### src/rtl/count_run_sequencer_pkg.sv
// rtl/count_run_sequencer_pkg.sv - shared types and helpers for the count-run sequencer
package count_seq_pkg;

    localparam int CW_DEFAULT = 4;
    localparam int MAX_REQ    = 8;
    localparam int IDX_W      = 3;

    typedef enum logic [1:0] {
        IDLE  = 2'd0,
        CLEAR = 2'd1,
        RUN   = 2'd2,
        DONE  = 2'd3
    } seq_state_e;

    function automatic logic [IDX_W-1:0] onehot_to_idx(input logic [MAX_REQ-1:0] oh);
        logic [IDX_W-1:0] idx;
        idx = '0;
        for (int i = 0; i < MAX_REQ; i++) begin
            if (oh[i]) begin
                idx = idx | IDX_W'(i);
            end
        end
        return idx;
    endfunction

endpackage

### src/rtl/count_run_sequencer_if.sv
// rtl/count_run_sequencer_if.sv - requester and counter-pin bundle of the count-run sequencer
interface count_run_sequencer_if
    import count_seq_pkg::*;
#(
    parameter int N_REQ = 4,
    parameter int CW    = CW_DEFAULT
) ();

    logic [N_REQ-1:0]    req;
    logic [N_REQ*CW-1:0] req_target;
    logic [N_REQ-1:0]    grant;
    logic [N_REQ-1:0]    done;
    logic                busy;
    logic                ctr_reset;
    logic                ctr_enable;
    logic [CW-1:0]       ctr_count;

    modport master (
        output req, req_target, ctr_count,
        input  grant, done, busy, ctr_reset, ctr_enable
    );

    modport slave (
        input  req, req_target, ctr_count,
        output grant, done, busy, ctr_reset, ctr_enable
    );

endinterface

### src/rtl/count_run_sequencer_rr_arbiter.sv
// rtl/count_run_sequencer_rr_arbiter.sv - combinational round-robin pick starting at ptr
module rr_arbiter
    import count_seq_pkg::*;
#(
    parameter int N_REQ = 4
) (
    input  logic [N_REQ-1:0] req,
    input  logic [IDX_W-1:0] ptr,
    output logic [N_REQ-1:0] grant,
    output logic [IDX_W-1:0] idx
);

    logic found;

    // First pass covers ptr..N_REQ-1, second pass wraps to 0..ptr-1.
    always_comb begin
        found = 1'b0;
        grant = '0;
        idx   = '0;
        for (int k = 0; k < N_REQ; k++) begin
            if (!found && req[k] && (k >= int'(ptr))) begin
                found    = 1'b1;
                grant[k] = 1'b1;
                idx      = IDX_W'(k);
            end
        end
        for (int k = 0; k < N_REQ; k++) begin
            if (!found && req[k] && (k < int'(ptr))) begin
                found    = 1'b1;
                grant[k] = 1'b1;
                idx      = IDX_W'(k);
            end
        end
    end

endmodule

### src/rtl/count_run_sequencer.sv
// rtl/count_run_sequencer.sv - round-robin owner of a shared up-counter, runs it to each requester's target
module count_run_sequencer
    import count_seq_pkg::*;
#(
    parameter int N_REQ = 4,
    parameter int CW    = CW_DEFAULT
) (
    input  logic                 clk,
    input  logic                 reset_n,
    count_run_sequencer_if.slave bus
);

    seq_state_e       state_q, state_d;
    logic [N_REQ-1:0] grant_q, grant_d;
    logic [N_REQ-1:0] done_q, done_d;
    logic             ctr_reset_q, ctr_reset_d;
    logic [CW-1:0]    target_q, target_d;
    logic [IDX_W-1:0] ptr_q, ptr_d;
    logic [IDX_W-1:0] owner_q, owner_d;
    logic [N_REQ-1:0] arb_grant;
    logic [IDX_W-1:0] arb_idx;
    logic [IDX_W-1:0] ptr_after_owner;
    logic             owner_active;
    logic             at_target;

    rr_arbiter #(.N_REQ(N_REQ)) u_arb (
        .req   (bus.req),
        .ptr   (ptr_q),
        .grant (arb_grant),
        .idx   (arb_idx)
    );

    // ptr holds the highest-priority index, so the last owner goes to the back of the line.
    assign ptr_after_owner = (owner_q == IDX_W'(N_REQ - 1)) ? '0 : owner_q + 1'b1;
    assign owner_active    = |(bus.req & grant_q);
    assign at_target       = (bus.ctr_count == target_q);

    always_comb begin
        state_d     = state_q;
        grant_d     = grant_q;
        done_d      = '0;
        ctr_reset_d = 1'b0;
        target_d    = target_q;
        ptr_d       = ptr_q;
        owner_d     = owner_q;
        case (state_q)
            IDLE: begin
                if (|bus.req) begin
                    state_d     = CLEAR;
                    grant_d     = arb_grant;
                    owner_d     = arb_idx;
                    ctr_reset_d = 1'b1;
                    for (int k = 0; k < N_REQ; k++) begin
                        if (arb_grant[k]) begin
                            target_d = bus.req_target[k*CW +: CW];
                        end
                    end
                end
            end
            CLEAR, RUN: begin
                if (!owner_active) begin
                    state_d = IDLE;
                    grant_d = '0;
                    ptr_d   = ptr_after_owner;
                end else if (state_q == CLEAR) begin
                    state_d = RUN;
                end else if (at_target) begin
                    state_d = DONE;
                    done_d  = grant_q;
                end
            end
            DONE: begin
                state_d = IDLE;
                grant_d = '0;
                ptr_d   = ptr_after_owner;
            end
            default: begin
                state_d = IDLE;
                grant_d = '0;
            end
        endcase
    end

    always_ff @(posedge clk or negedge reset_n) begin
        if (!reset_n) begin
            state_q     <= IDLE;
            grant_q     <= '0;
            done_q      <= '0;
            ctr_reset_q <= 1'b0;
            target_q    <= '0;
            ptr_q       <= '0;
            owner_q     <= '0;
        end else begin
            state_q     <= state_d;
            grant_q     <= grant_d;
            done_q      <= done_d;
            ctr_reset_q <= ctr_reset_d;
            target_q    <= target_d;
            ptr_q       <= ptr_d;
            owner_q     <= owner_d;
        end
    end

    assign bus.grant      = grant_q;
    assign bus.done       = done_q;
    assign bus.busy       = (state_q != IDLE);
    assign bus.ctr_reset  = ctr_reset_q;
    // Combinational so the counter freezes on the exact edge it hits the target or the owner drops.
    assign bus.ctr_enable = (state_q == RUN) && owner_active && !at_target;

endmodule
### src/flat_wrapper.sv
// flat-port wrapper written by rule: the top's interface ports become plain ports
module count_run_sequencer_flat import count_seq_pkg::*;
#(
    parameter int N_REQ = 4,
    parameter int CW    = CW_DEFAULT
)
  (clk, reset_n, bus_req, bus_req_target, bus_ctr_count, bus_grant, bus_done, bus_busy, bus_ctr_reset, bus_ctr_enable);
  count_run_sequencer_if #(.N_REQ(N_REQ), .CW(CW)) bus_i ();
  input  logic clk;
  input  logic reset_n;
  input wire logic [$bits(bus_i.req)-1:0] bus_req;
  input wire logic [$bits(bus_i.req_target)-1:0] bus_req_target;
  input wire logic [$bits(bus_i.ctr_count)-1:0] bus_ctr_count;
  output wire logic [$bits(bus_i.grant)-1:0] bus_grant;
  output wire logic [$bits(bus_i.done)-1:0] bus_done;
  output wire logic [$bits(bus_i.busy)-1:0] bus_busy;
  output wire logic [$bits(bus_i.ctr_reset)-1:0] bus_ctr_reset;
  output wire logic [$bits(bus_i.ctr_enable)-1:0] bus_ctr_enable;
  assign bus_i.req = bus_req;
  assign bus_i.req_target = bus_req_target;
  assign bus_i.ctr_count = bus_ctr_count;
  assign bus_grant = bus_i.grant;
  assign bus_done = bus_i.done;
  assign bus_busy = bus_i.busy;
  assign bus_ctr_reset = bus_i.ctr_reset;
  assign bus_ctr_enable = bus_i.ctr_enable;
  count_run_sequencer #(.N_REQ(N_REQ), .CW(CW)) u_core (.clk(clk), .reset_n(reset_n), .bus(bus_i));
endmodule
### config.mk
export PLATFORM = sky130hd
export DESIGN_NAME = count_run_sequencer_flat
export DESIGN_NICKNAME = d
export VERILOG_FILES = /design/src/rtl/count_run_sequencer_pkg.sv /design/src/rtl/count_run_sequencer_if.sv /design/src/rtl/count_run_sequencer_rr_arbiter.sv /design/src/rtl/count_run_sequencer.sv /design/src/flat_wrapper.sv
export SDC_FILE = /design/constraint.sdc
export NUM_CORES = 1
export LEC_CHECK = 0
export ABC_AREA = 1
export BUFFER_PORTS_ARGS = -buffer_cell sky130_fd_sc_hd__clkbuf_2
export CAP_MARGIN = 10
export CELL_PAD_IN_SITES_DETAIL_PLACEMENT = 1
export CELL_PAD_IN_SITES_GLOBAL_PLACEMENT = 1
export CORE_MARGIN = 5
export CORE_UTILIZATION = 36
export CTS_CLUSTER_DIAMETER = 120
export DETAILED_ROUTE_END_ITERATION = 16
export PLACE_DENSITY_LB_ADDON = 0.15
export SYNTH_ARGS = -nofsm -noshare
export SYNTH_HDL_FRONTEND = slang
export SYNTH_HIERARCHICAL = 1
export SYNTH_SLANG_ARGS = --single-unit
### constraint.sdc
create_clock -name clk -period 2.48 [get_ports clk]
set_clock_uncertainty 0.2 [all_clocks]
set_input_delay 0.124 -clock clk [delete_from_list [all_inputs] [get_ports clk]]
set_output_delay 0.124 -clock clk [all_outputs]
set_load 0.005 [all_outputs]
==> impl_results.md <==
* Final hold vios at 1
* CTS tree: yes
* Total track usage at 0.165
* Total number of vias at roughly 1400
* # H-tree levels at 1
* Critical Path End Type: flip-flop
* Min Hold Slack at -0.00486 ns
* Register Area at 526 um^2
* Hold Path Class: in -> reg
* Core Box Area at around 3700 um^2
* Crit-path leading delay family: simple AND/OR/NAND/NOR gates
* Dpl hpwl at about 3000 um
* Crit path DAT at roughly 2.1 ns
* Die area at 5220 um^2
* Initial DRC count at 63
* Synthesized area per cell at ~6.7 um^2
* Run status: finished, violations left
* Worst-path cell chain: nor2_2 -> nand2_1 -> nand4_2 -> nor2_2 -> nand3_1 -> o21ai_0 -> clkinv_1 -> nand4_1 -> nand2_4 -> nor2_1 -> nand2_1 -> nand2_1
* Max-Cap Viols at 0
* Post-route ant nets at 0
* CTS max path bufs at 2
* CP max stage delay at approximately 0.4 ns
* Clock Latency Late Sink at around 0.26 ns
* Syn Nets at 240
* Final setup fails at 0
* Slowest-stage cell, CP: dfrtp_1
* DRT Pass-1 Iters at 4
* Final core occ at 0.469
* Req. time, crit path at about 2.5 ns
* First-pass GRT wire length at approximately 6900 um
* Synthesis Warnings at 6
* Yosys reg bits at 21
* Area grow syn2layout at 25.0%
* Number of clock sinks at 21
* PD cells at 1070 nW/um^2
* Failing checks: negative hold slack
* Setup TNS at 0 ns
* Filler cell count at about 520
* Placement Setup Slack at 0.372 ns
* CP Class: reg -> reg
* Via count of the first global-routing pass at roughly 1500
* Final Max Slew Viols at 0
* Routed WL at 3810 um
* Crit Path Max Fanout at 10
* IO Pins at 37
* Commonest non-fill, non-tap cell in the layout: nand2_1
* Synth Instances at approximately 210
* PnR worst setup slack at 0.356 ns
* Congestion Overflow GR at 0
* Final min period at between 2 and 2.5 ns
* Fmax at approximately 0.47 GHz
* Layout cells sized above 1 at 0.196
* Root buffer cell: clkbuf_8
* Routability congestion estimate at 0.796
* Cell seen most often among critical-path stages: nand2_1
* Area of the multi-input gates at about 730 um^2
* Nets at 287
* Wire per inst at 12.6 um
* DRC Markers at 0
* Synthesized cell area at around 1400 um^2
* Number of vias per cell at approximately 4.7
* Diode count at 0
* Initial Util at 0.375
* Leakage power at around 1.0 nW
* Placed Area at roughly 1600 um^2
* Fin area at between 1500 and 2000 um^2
* Post-CTS Setup Repair Bufs at 0
* Unrepaired setup endpoints after global routing: no
* VDD IR-drop max at 405 uV
* Rows at 22
* Sequential share of the synthesized area at 0.377
* Most frequent cells in the layout: nand2_1, clkbuf_2, inv_1
* Die W at ~72 um
* Library cells used by synthesis at 20
* Startpoint Class: flip-flop
* # hold bufs at CTS at 7
* Worst-path clk slew at about 0.080 ns
* Post-route clock period utilization at 0.856
* Initial antenna violation count at 0
* Post-CTS sizing at 0
* PortBufs at 36
* Num CTS Buffers at 3
* Pin count of the biggest net entering global routing at 22
* Slew HR at 0.619
* Die height at about 72 um
* Buf+Inv Stages, Crit Path at 1
* Measured slew at the worst slew-check pin at approximately 0.57 ns
==> state kept, by name, summed over array words and instances, names as in the netlist <==
register	cells
u_core/ptr_q	3
u_core/bus.grant	4
u_core/owner_q	3
u_core/state_q	2
u_core/target_q	4
u_core/bus.ctr_reset	1
u_core/bus.done	4
==> tightest hold or removal path, cell delays in order <==
cell and delay [ns]:
clkbuf_2 0.08, nor2_1 0.04, nor2_1 0.09, nand2_1 0.05, nand2_1 0.05
==> layout make-up <==
cell class                 instances  share of cell area
timing repair buffer              43               0.143
tap                               48              0.0344
multi-input combinational        152               0.419
sequential                        21               0.301
inverter                          35              0.0753
clock buffer                       3              0.0237
clock inverter                     1             0.00287
==> cells by family after synthesis <==
group / share of synthesized area
simple gates: 0.411
buf+inv: 0.0996
flops: 0.377
compound gates: 0.0655
fa+ha+maj: 0.0448
other cells: 0.00269
==> report_power, final <==
part           switching (mW)  internal [mW]
logic                   0.665          0.372
clock network           0.117          0.112
registers               0.122          0.482
==> through the flow <==
step / power, mW / hold slack [ns] / instances
floorplan: 1.33 / -0.372 / 209
global placement: 1.61 / -0.0688 / 292
detailed placement: 1.64 / -0.0615 / 292
CTS: 1.89 / 0.00104 / 303
global route: 2.12 / 0.0266 / 303
finish: 1.87 / -0.00486 / 303
==> worst paths after layout <==
check	start	to	slack, ns	cells after the start
worst max register to register	u_core/ptr_q[1]$_DFFE_PN0P_	u_core/target_q[0]$_DFFE_PN0P_	0.36	12
worst min register to register	u_core/owner_q[1]$_DFFE_PN0P_	u_core/owner_q[1]$_DFFE_PN0P_	0.30	2
worst min-delay path	bus_req_target[13]	u_core/target_q[1]$_DFFE_PN0P_	-0.005	5
max in group asynchronous	reset_n	u_core/owner_q[0]$_DFFE_PN0P_	1.52	2
min in group asynchronous	reset_n	u_core/bus.done[2]$_DFF_PN0_	0.18	2
worst max-delay path	u_core/ptr_q[1]$_DFFE_PN0P_	u_core/target_q[0]$_DFFE_PN0P_	0.36	12
==> cells in the mapped netlist, drive strengths merged <==
cell type	count	area, um^2
a31oi	1	21.3
buf	1	7.51
clkinv	2	7.51
conb	1	3.75
dfrtp	21	526
ha	5	62.6
inv	33	124
nand2	88	338
nand3	14	80.1
nand3b	1	7.51
nand4	5	50.1
nor2	23	91.3
o211ai	1	7.51
o21a	1	7.51
o21ai	11	55.1
or2	1	6.26
==> routing by layer <==
layer,global-route usage,share of wire
met1,0.214,0.48
met2,0.288,0.47
met3,0.0152,0.043
met4,0.0501,0.0071
met5,0,0
Power figures use the tool's default switching activity.
